## src/rtl/ca_pkg.sv

```systemverilog
// Shared definitions for the cellular-automaton frame control slice:
// mode encodings, the two rules used by ALT mode, and the LFSR step.
package ca_pkg;

  typedef enum logic [1:0] {
    MODE_MANUAL = 2'd0,
    MODE_ALT    = 2'd1,
    MODE_CYCLE  = 2'd2,
    MODE_RANDOM = 2'd3
  } ca_mode_e;

  localparam logic [7:0]  RULE_30   = 8'd30;
  localparam logic [7:0]  RULE_110  = 8'd110;
  localparam logic [15:0] LFSR_MASK = 16'hB400;

  // One Galois step; an all-zero state is a lock-up, so it is kicked to 1.
  function automatic logic [15:0] lfsr_next(input logic [15:0] state);
    logic [15:0] nxt;
    if (state == 16'h0000) begin
      nxt = 16'h0001;
    end else begin
      nxt = {1'b0, state[15:1]} ^ (state[0] ? LFSR_MASK : 16'h0000);
    end
    return nxt;
  endfunction

endpackage

```

## src/rtl/ca_debounce.sv

```systemverilog
// Reseed button conditioner: 2-FF synchroniser followed by a counter that
// only looks at the button once per frame. A new level is accepted after
// DEBOUNCE_FRAMES consecutive frame samples disagree with the stable level.
module ca_debounce #(
  parameter int unsigned DEBOUNCE_FRAMES = 3
) (
  input  logic clk,
  input  logic rst_n,
  input  logic frame_tick,
  input  logic btn_async,
  output logic btn_stable,
  output logic btn_rise
);

  localparam int CW = (DEBOUNCE_FRAMES > 1) ? $clog2(DEBOUNCE_FRAMES) : 1;
  localparam logic [CW-1:0] CNT_LAST = CW'(DEBOUNCE_FRAMES - 1);

  logic          btn_s1;
  logic          btn_s2;
  logic [CW-1:0] db_cnt;
  logic          differs;
  logic          accept;

  assign differs  = btn_s2 ^ btn_stable;
  assign accept   = frame_tick & differs & (db_cnt == CNT_LAST);
  assign btn_rise = accept & btn_s2;

  // Bring the raw pushbutton into the clock domain.
  always_ff @(posedge clk or negedge rst_n) begin
    if (!rst_n) begin
      btn_s1 <= 1'b0;
      btn_s2 <= 1'b0;
    end else begin
      btn_s1 <= btn_async;
      btn_s2 <= btn_s1;
    end
  end

  // Count consecutive disagreeing frame samples; any agreeing sample restarts the count.
  always_ff @(posedge clk or negedge rst_n) begin
    if (!rst_n) begin
      btn_stable <= 1'b0;
      db_cnt     <= '0;
    end else if (frame_tick) begin
      if (differs) begin
        if (db_cnt == CNT_LAST) begin
          btn_stable <= btn_s2;
          db_cnt     <= '0;
        end else begin
          db_cnt <= db_cnt + 1'b1;
        end
      end else begin
        db_cnt <= '0;
      end
    end
  end

endmodule

```

## src/rtl/ca_frame_ctrl.sv

```systemverilog
// Per-frame control for the CA renderer: picks the Wolfram rule in one of
// four modes and raises a one-frame init strobe with a latched seed word.
// Everything visible to the renderer changes only on the leading vsync edge.
module ca_frame_ctrl
  import ca_pkg::*;
#(
  parameter int unsigned HOLD_FRAMES      = 60,
  parameter int unsigned DEBOUNCE_FRAMES  = 3,
  parameter logic [7:0]  DEFAULT_RULE     = 8'd30,
  parameter logic [15:0] LFSR_SEED        = 16'hACE1,
  parameter bit          VSYNC_ACTIVE_LOW = 1'b1,
  parameter bit          RESEED_ON_RULE   = 1'b1
) (
  input  logic        clk,
  input  logic        rst_n,
  input  logic        vsync,
  input  logic [7:0]  sw_rule,
  input  logic [1:0]  sw_mode,
  input  logic        btn_reseed,
  output logic [7:0]  rule,
  output logic        init,
  output logic [15:0] seed,
  output logic [1:0]  mode,
  output logic [11:0] frame_cnt
);

  localparam int HW = (HOLD_FRAMES > 1) ? $clog2(HOLD_FRAMES) : 1;
  localparam logic [HW-1:0] HOLD_LAST = HW'(HOLD_FRAMES - 1);

  logic [7:0]    rule_s1, rule_s2;
  logic [1:0]    mode_s1, mode_s2;
  logic          vsync_act, vsync_d, frame_tick;
  logic [15:0]   lfsr;
  logic          btn_stable, btn_rise, btn_req;

  logic [7:0]    rule_q, rule_nxt;
  ca_mode_e      mode_q, mode_nxt;
  logic [HW-1:0] hold_cnt, hold_nxt;
  logic          init_q;
  logic [15:0]   seed_q;
  logic [11:0]   frame_q;
  logic          mode_change, advance, reseed_req;

  assign vsync_act  = vsync ^ VSYNC_ACTIVE_LOW;
  assign frame_tick = vsync_act & ~vsync_d;

  // A button rise only counts when the accepted level was low going in.
  assign btn_req = btn_rise & ~btn_stable;

  ca_debounce #(
    .DEBOUNCE_FRAMES(DEBOUNCE_FRAMES)
  ) u_debounce (
    .clk        (clk),
    .rst_n      (rst_n),
    .frame_tick (frame_tick),
    .btn_async  (btn_reseed),
    .btn_stable (btn_stable),
    .btn_rise   (btn_rise)
  );

  // Synchronise the switches and remember last vsync for edge detection.
  always_ff @(posedge clk or negedge rst_n) begin
    if (!rst_n) begin
      rule_s1 <= '0;
      rule_s2 <= '0;
      mode_s1 <= '0;
      mode_s2 <= '0;
      vsync_d <= 1'b0;
    end else begin
      rule_s1 <= sw_rule;
      rule_s2 <= rule_s1;
      mode_s1 <= sw_mode;
      mode_s2 <= mode_s1;
      vsync_d <= vsync_act;
    end
  end

  // Free-running LFSR, advanced every clock so seeds differ frame to frame.
  always_ff @(posedge clk or negedge rst_n) begin
    if (!rst_n) begin
      lfsr <= LFSR_SEED;
    end else begin
      lfsr <= lfsr_next(lfsr);
    end
  end

  // Decide next rule/mode/hold; a mode change wins over a same-frame advance.
  always_comb begin
    mode_change = (mode_s2 != mode_q);
    advance     = (hold_cnt == HOLD_LAST);
    mode_nxt    = mode_q;
    hold_nxt    = advance ? '0 : hold_cnt + 1'b1;
    rule_nxt    = rule_q;
    if (mode_change) begin
      mode_nxt = ca_mode_e'(mode_s2);
      hold_nxt = '0;
      case (mode_nxt)
        MODE_MANUAL: rule_nxt = rule_s2;
        MODE_ALT:    rule_nxt = RULE_30;
        MODE_CYCLE:  rule_nxt = rule_q;
        MODE_RANDOM: rule_nxt = lfsr[7:0];
        default:     rule_nxt = rule_q;
      endcase
    end else begin
      case (mode_q)
        MODE_MANUAL: rule_nxt = rule_s2;
        MODE_ALT:    if (advance) rule_nxt = (rule_q == RULE_30) ? RULE_110 : RULE_30;
        MODE_CYCLE:  if (advance) rule_nxt = rule_q + 8'd1;
        MODE_RANDOM: if (advance) rule_nxt = lfsr[7:0];
        default:     rule_nxt = rule_q;
      endcase
    end
    reseed_req = btn_req | mode_change | (RESEED_ON_RULE && (rule_nxt != rule_q));
  end

  // Commit all renderer-facing state at the frame boundary only.
  always_ff @(posedge clk or negedge rst_n) begin
    if (!rst_n) begin
      rule_q   <= DEFAULT_RULE;
      mode_q   <= MODE_MANUAL;
      hold_cnt <= '0;
      init_q   <= 1'b1;
      seed_q   <= LFSR_SEED;
      frame_q  <= '0;
    end else if (frame_tick) begin
      rule_q   <= rule_nxt;
      mode_q   <= mode_nxt;
      hold_cnt <= hold_nxt;
      init_q   <= reseed_req;
      if (reseed_req) begin
        seed_q <= lfsr;
      end
      frame_q  <= frame_q + 12'd1;
    end
  end

  assign rule      = rule_q;
  assign mode      = mode_q;
  assign init      = init_q;
  assign seed      = seed_q;
  assign frame_cnt = frame_q;

endmodule

```

## config.mk

```make
export PLATFORM = sky130hd
export DESIGN_NAME = ca_frame_ctrl
export DESIGN_NICKNAME = d
export VERILOG_FILES = /design/src/rtl/ca_pkg.sv /design/src/rtl/ca_debounce.sv /design/src/rtl/ca_frame_ctrl.sv
export SDC_FILE = /design/constraint.sdc
export NUM_CORES = 1
export LEC_CHECK = 0
export ABC_AREA = 1
export BUFFER_PORTS_ARGS = -buffer_cell sky130_fd_sc_hd__buf_2
export CAP_MARGIN = 20
export CORE_AREA = 2 2 99 101
export CTS_CLUSTER_SIZE = 40
export DETAILED_ROUTE_END_ITERATION = 6
export DIE_AREA = 0 0 101 103
export SLEW_MARGIN = 20
export SYNTH_ARGS = -nofsm -noshare
export SYNTH_HDL_FRONTEND = slang
export SYNTH_HIERARCHICAL = 1
export SYNTH_SLANG_ARGS = --single-unit
```

## constraint.sdc

```tcl
create_clock -name clk -period 4.4 [get_ports clk]
set_input_delay 0 -clock clk [delete_from_list [all_inputs] [get_ports clk]]
set_output_delay 0 -clock clk [all_outputs]
set_load 0.05 [all_outputs]
```

==> impl_metrics.ini <==
[pwr]
ir_worst_vdd_uv = 263.0
p_sw_uw = 849.8
clockPowerShare = 0.292
p_seq_frac = 0.435
leakage_nw = 2.425
power.density_nw_per_um2 = 479.3
p_int_mw = 1.445
sw_frac_of_total = 0.3703
comb_power_share = 0.273

[clocking]
cts_sinks = 87
cts_htree_levels = 3
ctsResizeCount = 0
root_buffer = clkbuf_8
clockBufferDepth = 2
postCtsSetupRepairBufs = 0
ctsHoldBuffers = 13
cts_tree = done
numCtsBuffers = 9
clk_latency_ns = 0.36
clk_pin_slew_ns = 0.09

[hold_path]
hold_class = input port to async pin

[sta]
clock.fmax_mhz = 345.4
period_share = 0.6580
skew_ns = 0.007718
finalHoldViolCount = 0
tightest_slew_ns = 0.7789
slew_headroom = 0.4808
rsz0062_at_grt = no
slew_viol_final = 0
setup_tns_ns = 0
final-setup-viol-count = 0
min_period_ns = 2.895

[global_route]
grt_pass1_wl_um = 15530
met2_usage = 0.2979
gr-total-overflow = 0
grt_busiest_layer = met2
grt_pass1_vias = 3223
met1_usage = 0.2760
antenna_found_initial = 0
track_usage = 0.1934
grt_max_degree = 66
grt.met3_usage = 0.02983

[critical_path]
crit_path_frequent_cell = nand2_1
crit_chain = ha_1 > inv_1 > nor2_1 > nand3_2 > ha_1 > a21oi_1 > a21oi_1 > nand2_1 > nand2_1 > nand2_1 > nand2_1 > nand3_1 > nor2_1 > nand2_1 > nor2_2 > nand2_2 > nand2_4 > nand2_1 > nand2_1
required_ns = 4.70
cp-end-kind = flop
crit_start = hold_cnt[0]$_DFFE_PN0P_
path_delay_family = simple AND/OR/NAND/NOR gates
slowest_stage = ha_1
r2r_start = hold_cnt[0]$_DFFE_PN0P_
r2r_cells = 19
cp_data_arrival_time_ns = 3.19
ff2ff_setup_slack_ns = 1.51
path_buf_inv = 1
critical_path.startpoint_type = flop
crit_type = flop to flop
r2r-end = seed[8]$_DFFE_PN0P_
critPathMaxFanout = 17
slowest_delay_ns = 0.39

[detailed_routing]
vias = 3368
wire_per_inst_um = 13.89
dr.pass1.iters = 7
routed_wirelength_um = 9220
drt_iter0_drc = 182
antenna_left = 0
viasPerCell = 5.072
drc = 0

[synth]
ys_warn_count = 6
ys_types = 34
synthCells = 492
syn_area_per_cell_um2 = 8.362
synth-edff-count = 0
synthArstFlopShare = 1.000
yosys_register_bits = 87
syn_nets = 511
syn_area_um2 = 4114
ys_seq_area_frac = 0.5356
synthFlopType = dfrtp_1

[die]
die_y_um = 103
dieWidth_um = 101
io_pins = 53
die_area_um2 = 10400
num_rows = 36
core-area_um2 = 9459
start_util = 0.4349

[final_layout]
drive_above_1_share = 0.1964
mostFrequentLayoutCell = nand2_1
finalNetCount = 564
diodes = 0
instances_no_fill = 664
final_cell_mix = 148 x nand2_1, 66 x dfrtp_1, 51 x buf_2, 50 x nand3_1, 42 x inv_1
area_delta_synth_final_pct = 16.39
fillers = 899

[outcome]
status = complete, no violations

[place]
hpwl_um = 6569
portBuffers = 52
gp_congestion = 0.9390
place_inst = 635

[job]
maxCapViolCount = 0
==> sequential cells by signal, summed over array words and instances, names as in the netlist <==
name	flops
u_debounce/db_cnt	2
vsync_d	1
lfsr	16
u_debounce/btn_stable	1
seed	16
rule_s1	8
u_debounce/btn_s1	1
u_debounce/btn_s2	1
rule	8
mode_s1	2
rule_s2	8
frame_cnt	12
hold_cnt	6
mode_s2	2
init	1
mode	2
==> cells in the mapped netlist (3+ instances only) <==
master	n	share of area
nand2_1	148	0.14
dfrtp_1	66	0.40
nand3_1	50	0.061
inv_1	42	0.038
nor2_1	35	0.032
a21oi_1	22	0.027
dfstp_2	21	0.13
o21ai_0	16	0.019
clkbuf_1	15	0.014
xor2_1	13	0.028
nand4_1	6	0.0091
ha_1	5	0.015
nor3_1	5	0.0061
o22ai_1	5	0.0076
nor2_2	4	0.0061
nor4_1	4	0.0061
a31oi_1	3	0.0046
buf_1	3	0.0027
buf_4	3	0.0055
inv_2	3	0.0027
nand2_2	3	0.0046
xnor2_1	3	0.0064
==> routing by layer <==
layer	share of wire	routed length [um]
met1	0.49	4501
met4	0.019	178
met5	0	0
met2	0.45	4135
met3	0.044	404
==> through the flow <==
step	total power [mW]	hold WS [ns]	area, um2	utilization	setup slack [ns]
after floorplan	1.465	-0.2956	4114	-	1.945
after global placement	1.623	-0.08629	4414	0.4667	1.667
after detailed placement	1.630	-0.07936	4414	0.4667	1.535
after CTS	2.315	0.06589	4788	0.5062	1.512
after global routing	2.425	0.09954	4788	0.5062	1.176
final	2.295	0.06899	4788	0.5062	1.505
==> kinds of logic (layout without fill, tap and decap cells) <==
family	after synthesis	count (layout)	synth area share
flip-flops	87	87	0.5356
AO/OA/AOI/OAI	51	51	0.06752
adder cells (fa/ha/maj)	5	5	0.01521
AND/OR/NAND/NOR	263	263	0.2768
buffers and inverters	70	128	0.07086
XOR/XNOR	16	16	0.03406
==> power by group through the flow <==
stage,sequential (mW),clock (mW),combinational [mW]
6_report,0.998,0.671,0.627
3_3_place_gp,1.01,0,0.613
5_1_grt,1.02,0.719,0.692
3_5_place_dp,1.01,0,0.617
4_1_cts,0.998,0.688,0.629
2_1_floorplan,1.21,0,0.252
==> layout make-up <==
type | instances | area [um2] | share of cell area
Sequential cell | 87 | 2203 | 0.4602
Multi-Input combinational cell | 335 | 1622 | 0.3386
Timing Repair Buffer | 67 | 407.9 | 0.08518
Inverter | 45 | 168.9 | 0.03528
Tap cell | 114 | 142.6 | 0.02979
Clock buffer | 9 | 123.9 | 0.02587
Clock inverter | 7 | 120.1 | 0.02508
==> worst max-delay path by stage <==
| stage | to | slack (ns) | cells after the start |
|---|---|---|---|
| floorplan | seed[12]$_DFFE_PN0P_ | 1.94 | 17 |
| global placement | seed[3]$_DFFE_PN0P_ | 1.67 | 19 |
| detailed placement | seed[3]$_DFFE_PN0P_ | 1.53 | 19 |
| CTS | seed[8]$_DFFE_PN0P_ | 1.51 | 19 |
| global route | seed[5]$_DFFE_PN1P_ | 1.18 | 19 |
| finish | seed[8]$_DFFE_PN0P_ | 1.51 | 19 |
No activity file was read; power rests on OpenSTA's default activity.
